$ cat src/rtl/rf_write_strobe_gen.sv
// Per-channel phase counters generating single-cycle register-file write
// strobes and end-of-instruction pulses for the multi-cycle datapath.
module rf_write_strobe_gen #(
  parameter int NUM_CH  = 2,
  parameter int PHASE_W = 2
) (
  input  logic                      RFWSTB_Clk,
  input  logic                      RFWSTB_Reset,
  input  logic [NUM_CH-1:0]         RFWSTB_En,
  input  logic                      RFWSTB_Stall,
  input  logic                      RFWSTB_Mode,
  input  logic [PHASE_W-1:0]        RFWSTB_Cpi,
  input  logic [PHASE_W-1:0]        RFWSTB_WritePhase,
  output logic [NUM_CH-1:0]         RFWSTB_Write,
  output logic [NUM_CH-1:0]         RFWSTB_Done,
  output logic [NUM_CH-1:0]         RFWSTB_Busy,
  output logic [NUM_CH*PHASE_W-1:0] RFWSTB_Phase
);

  logic [PHASE_W-1:0] phase [NUM_CH];
  logic [NUM_CH-1:0]  fired;
  logic [NUM_CH-1:0]  act;
  logic [NUM_CH-1:0]  term;

  for (genvar i = 0; i < NUM_CH; i++) begin : g_ch
    // >= lets a mid-instruction Cpi reduction terminate immediately
    assign term[i] = (phase[i] >= RFWSTB_Cpi);
    assign act[i]  = RFWSTB_En[i] & ~RFWSTB_Stall & ~fired[i];

    always_ff @(posedge RFWSTB_Clk) begin
      if (RFWSTB_Reset) begin
        phase[i] <= '0;
        fired[i] <= 1'b0;
      end else if (!RFWSTB_En[i]) begin
        phase[i] <= '0;
        fired[i] <= 1'b0;
      end else if (act[i]) begin
        if (term[i]) begin
          phase[i] <= '0;
          fired[i] <= RFWSTB_Mode;
        end else begin
          phase[i] <= phase[i] + PHASE_W'(1);
        end
      end
    end

    assign RFWSTB_Write[i] = ~RFWSTB_Reset & act[i]
                           & (phase[i] == RFWSTB_WritePhase);
    assign RFWSTB_Done[i]  = ~RFWSTB_Reset & act[i] & term[i];
    assign RFWSTB_Busy[i]  = ~RFWSTB_Reset & RFWSTB_En[i] & ~fired[i];
    assign RFWSTB_Phase[i*PHASE_W +: PHASE_W] = phase[i];
  end

endmodule

$ cat config.mk
export PLATFORM = sky130hd
export DESIGN_NAME = rf_write_strobe_gen
export DESIGN_NICKNAME = d
export VERILOG_FILES = /design/src/rtl/rf_write_strobe_gen.sv
export SDC_FILE = /design/constraint.sdc
export NUM_CORES = 1
export LEC_CHECK = 0
export ABC_AREA = 1
export CORE_AREA = 2 2 39 41
export CTS_CLUSTER_SIZE = 8
export DETAILED_ROUTE_END_ITERATION = 16
export DIE_AREA = 0 0 41 43
export PLACE_DENSITY = 0.69
export SLEW_MARGIN = 10
export SYNTH_ARGS = -nofsm -noshare
export SYNTH_HDL_FRONTEND = slang
export SYNTH_SLANG_ARGS = --single-unit
export TNS_END_PERCENT = 1
$ cat constraint.sdc
create_clock -name RFWSTB_Clk -period 1.5 [get_ports RFWSTB_Clk]
set_input_delay 0.15 -clock RFWSTB_Clk [delete_from_list [all_inputs] [get_ports RFWSTB_Clk]]
set_output_delay 0.15 -clock RFWSTB_Clk [all_outputs]
set_load 0.02 [all_outputs]
[Word level (Yosys, flattened, before mapping)]
Memory sizes are Yosys's and may differ from the RTL's.
Index checks and enable logic that the tools add are counted.
Cells by class
  add/subtract/negate cells: 2
  order comparisons: 2
  equal/unequal tests: 2
  mux-type cells: 34
  bitwise operators: 26
  reduce and logical (&&, ||, !) cells: 4
Operators with widths (count)
  2-to-1 mux 1 bit: 28
  AND 1 bit: 14
  2-to-1 mux 2 bit: 6
  NOT 1 bit: 6
  OR 1 bit: 6
  adder 2 x 1 -> 2 bit, second input constant: 2
  equality test 2 bit: 2
  greater-or-equal comparator 2 bit: 2
  AND reduction 2 bit: 2
  OR reduction 2 bit: 2
Word-level totals
  flip-flop bits (word level): 2
  RAM bits: 4
  input bits: 10
  output and inout port bits: 10
  word-level logic and storage cells: 73
  memories kept: 1
Memory list
  phase: depth 2, bits a word 2, read ports 2, clocked after memory_dff 0, wr ports 2, line 20  | logic [PHASE_W-1:0] phase [NUM_CH];

[Depth between registers and ports, before layout]
  word-level depth: 9
  depth in mapped cells: 8
  gate-level depth less buffers: 8

[Worst setup path after synthesis]
No wires, ideal clock.
  path type: flip-flop to output port
  start point: mem phase[0][1]
  end point: out RFWSTB_Done[0]
  data arrival time: 1.337 ns
  data required time: 1.350 ns
  setup slack: 0.013 ns
  cell stages (with the launch flop): 6
  cells stage by stage: edfxtp_1 -> ha_1 -> nand2_1 -> nand3_1 -> inv_1 -> nor2_1
RTL lines
  start: declaration: line 20
  end: declaration: line 15  | output logic [NUM_CH-1:0] RFWSTB_Done,

==> impl_metrics.csv <==
group,metric,value,unit
status,run_status,"complete, but fails checks",
status,failed_checks,"negative setup slack",
clock_network,cts_sinks,6,
cells_and_area,finalNetCount,119,
die,initial_core_util,0.348,
global_route,grt_pass1_wl,1.67,mm
cells_and_area,syn2layout_area_growth,78.7,%
die,die-area,1760,µm²
timing,fin_crit_sh,1.03,
power_and_ir_drop,leakage,0.464,nW
clock_network,root_buffer,"clkbuf_4",
logic_synthesis,syn_nets,82,
logic_synthesis,synth_compound_area_frac,0.0312,
timing,finalSetupViolations,2,
critical_path,required,1.35,ns
critical_path,path_buf_inv,2,
placed_design,io_buffers,19,
critical_path,crit_path_cell_trace,"ha_4 -> nand2_2 -> nand3_2 -> inv_2 -> nor2_2 -> buf_6",
global_route,antenna_found_initial,0,
timing,holdWs,0.475,ns
clock_network,cts_max_path_buffers,2,
critical_path,critPathKind,"reg -> out",
timing,maxSlewViolCount,0,
timing,finalHoldViolations,0,
logic_synthesis,synth_mux_area_frac,0,
run,drv_cap,0,
clock_network,numCtsBuffers,3,
critical_path,crit_path_start_kind,"flop",
die,die-height,43,µm
clock_network,cts_hold_buffers,0,
logic_synthesis,syn_area,482,µm²
die,coreArea,1380,µm²
cells_and_area,seq_area,160,µm²
global_route,grt_usage,0.146,
logic_synthesis,synth_top_family_by_area,"simple AND/OR/NAND/NOR gates",
detailed_routing,drt-initial-drc-count,2,
timing,tightestPinTransition,0.283,ns
logic_synthesis,synth_fa_ha_area_frac,0.104,
detailed_routing,route.detailed.drc,0,
logic_synthesis,ys_seq_area_frac,0.332,
detailed_routing,drtPass1Iterations,4,
timing,layout_setup_ws,-0.0496,ns
timing,skew,0.000125,ns
critical_path,path_delay_family,"flip-flops",
detailed_routing,vias_per_cell,4.29,
cells_and_area,multi_input_area,297,µm²
logic_synthesis,avgSynthCellArea,7.08,µm²
critical_path,cp_max_fo,2,
critical_path,critical_path.max_stage_delay,0.44,ns
placed_design,gp_congestion,0.753,
critical_path,slowest_stage,"edfxtp_1",
global_route,grt_pass1_vias,435,
detailed_routing,ant_nets,0,
detailed_routing,wl_per_cell,9.68,µm
clock_network,cts_tree,"yes",
global_route,overflow,0,
cells_and_area,final_common_cell,"inv_1",
power_and_ir_drop,p_per_area,640,nW/µm²
placed_design,pre_cts_slack,-0.517,ns
die,row_count,14,
global_route,grt_max_degree,5,
min_path,hold_class,"reg -> reg",
power_and_ir_drop,ir_drop,0.489,mV
logic_synthesis,yosysUniqueCellTypes,15,
die,ios,20,
logic_synthesis,synth_xor_xnor_area_share,0.109,
detailed_routing,wirelength,1.15,mm
logic_synthesis,yosys.area_share.simple,0.268,
logic_synthesis,syn_inst,68,
clock_network,clk_latency,0.25,ns
clock_network,clk_pin_slew,0.05,ns
cells_and_area,fillCellCount,138,
cells_and_area,drive_gt1_frac,0.350,
die,fp.dieW,41,µm
clock_network,cts_setup_buffers,0,
detailed_routing,dr_total_vias,511,
logic_synthesis,ys_ff_latch,6,
logic_synthesis,yosysWarnings,0,
timing,rsz0062_at_grt,"yes",
timing,fmax,645,MHz
timing,slew_headroom,0.810,
critical_path,cp-end-kind,"output pin",
timing,fin_crit,1.55,ns
placed_design,place_hpwl,876,µm
clock_network,h-tree-depth,1,
critical_path,crit_arrival,1.40,ns
cells_and_area,mostFrequentLayoutCells,"inv_1, buf_4, nand2_1",
cells_and_area,antenna_cells,0,
report_power, final:
group          total (mW)  internal [mW]  switching [mW]
sequential          0.191          0.185         0.00572
clock               0.158         0.0911          0.0666
combinational       0.202          0.104          0.0978
total               0.551          0.381           0.170
cells in the mapped netlist (all sizes together):
master / instances / area share
inv: 20 / 0.16
o21ai: 1 / 0.010
dfxtp: 2 / 0.083
xnor2: 4 / 0.073
xor2: 2 / 0.036
a21oi: 2 / 0.021
nand3: 3 / 0.042
edfxtp: 4 / 0.25
nor3: 1 / 0.010
nand2: 13 / 0.11
nor2: 12 / 0.11
ha: 4 / 0.10
per-stage QoR:
step / area, µm² / cells / TNS [ns] / total power [mW] / util
detailed placement: 790 / 116 / -2.28 / 0.377 / 0.571
finish: 861 / 119 / -0.0982 / 0.551 / 0.622
floorplan: 482 / 68 / 0 / 0.281 / -
CTS: 797 / 119 / -0.272 / 0.529 / 0.576
global placement: 790 / 116 / -2.12 / 0.374 / 0.571
global route: 861 / 119 / -0.320 / 0.576 / 0.622
registers in the layout, indices dropped and copies added (netlist names):
signal / count
phase: 4
fired: 2
cell type report:
class / instances / area share
timing repair buffer: 32 / 0.333
multi-input combinational: 42 / 0.344
tap: 16 / 0.0233
sequential: 6 / 0.186
clock buffer: 3 / 0.0262
inverter: 20 / 0.0872
per-layer routing:
| layer | routed length (µm) | vias to the layer above | GRT usage |
|---|---|---|---|
| li1 | - | 272 | - |
| met1 | 442 | 214 | 0.161 |
| met4 | 21 | 0 | 0.100 |
| met3 | 84 | 3 | 0.0157 |
| met2 | 604 | 22 | 0.241 |
| met5 | 0 | - | 0 |
tightest hold or removal path, stage by stage, from the launching register on:
cell	delay, ns
dfxtp_1	0.30
inv_1	0.07
a21oi_1	0.07
cell families after synthesis:
| kind of cell | after synthesis |
|---|---|
| buffers and inverters | 20 |
| adder cells (fa/ha/maj) | 4 |
| XOR/XNOR | 6 |
| flip-flops | 6 |
| AO/OA/AOI/OAI | 3 |
| AND/OR/NAND/NOR | 29 |
final timing paths:
| check | from | end | slack (ns) | cells past startpoint |
|---|---|---|---|---|
| min reg2reg | fired[0]$_SDFFE_PP0N_ | fired[0]$_SDFFE_PP0N_ | 0.48 | 2 |
| min | fired[0]$_SDFFE_PP0N_ | fired[0]$_SDFFE_PP0N_ | 0.48 | 2 |
| max reg2reg | phase[1][1]$_SDFFCE_PN0P_ | phase[1][1]$_SDFFCE_PN0P_ | 0.21 | 6 |
| max | phase[0][1]$_SDFFCE_PN0P_ | RFWSTB_Done[0] | -0.05 | 6 |
repair_timing:
item,in CTS,in global routing
pin swaps,0,6
gates cloned,0,0
endpoints found under the setup margin,7,9
gates resized for setup,20,23
(Power assumes the default switching activity.)
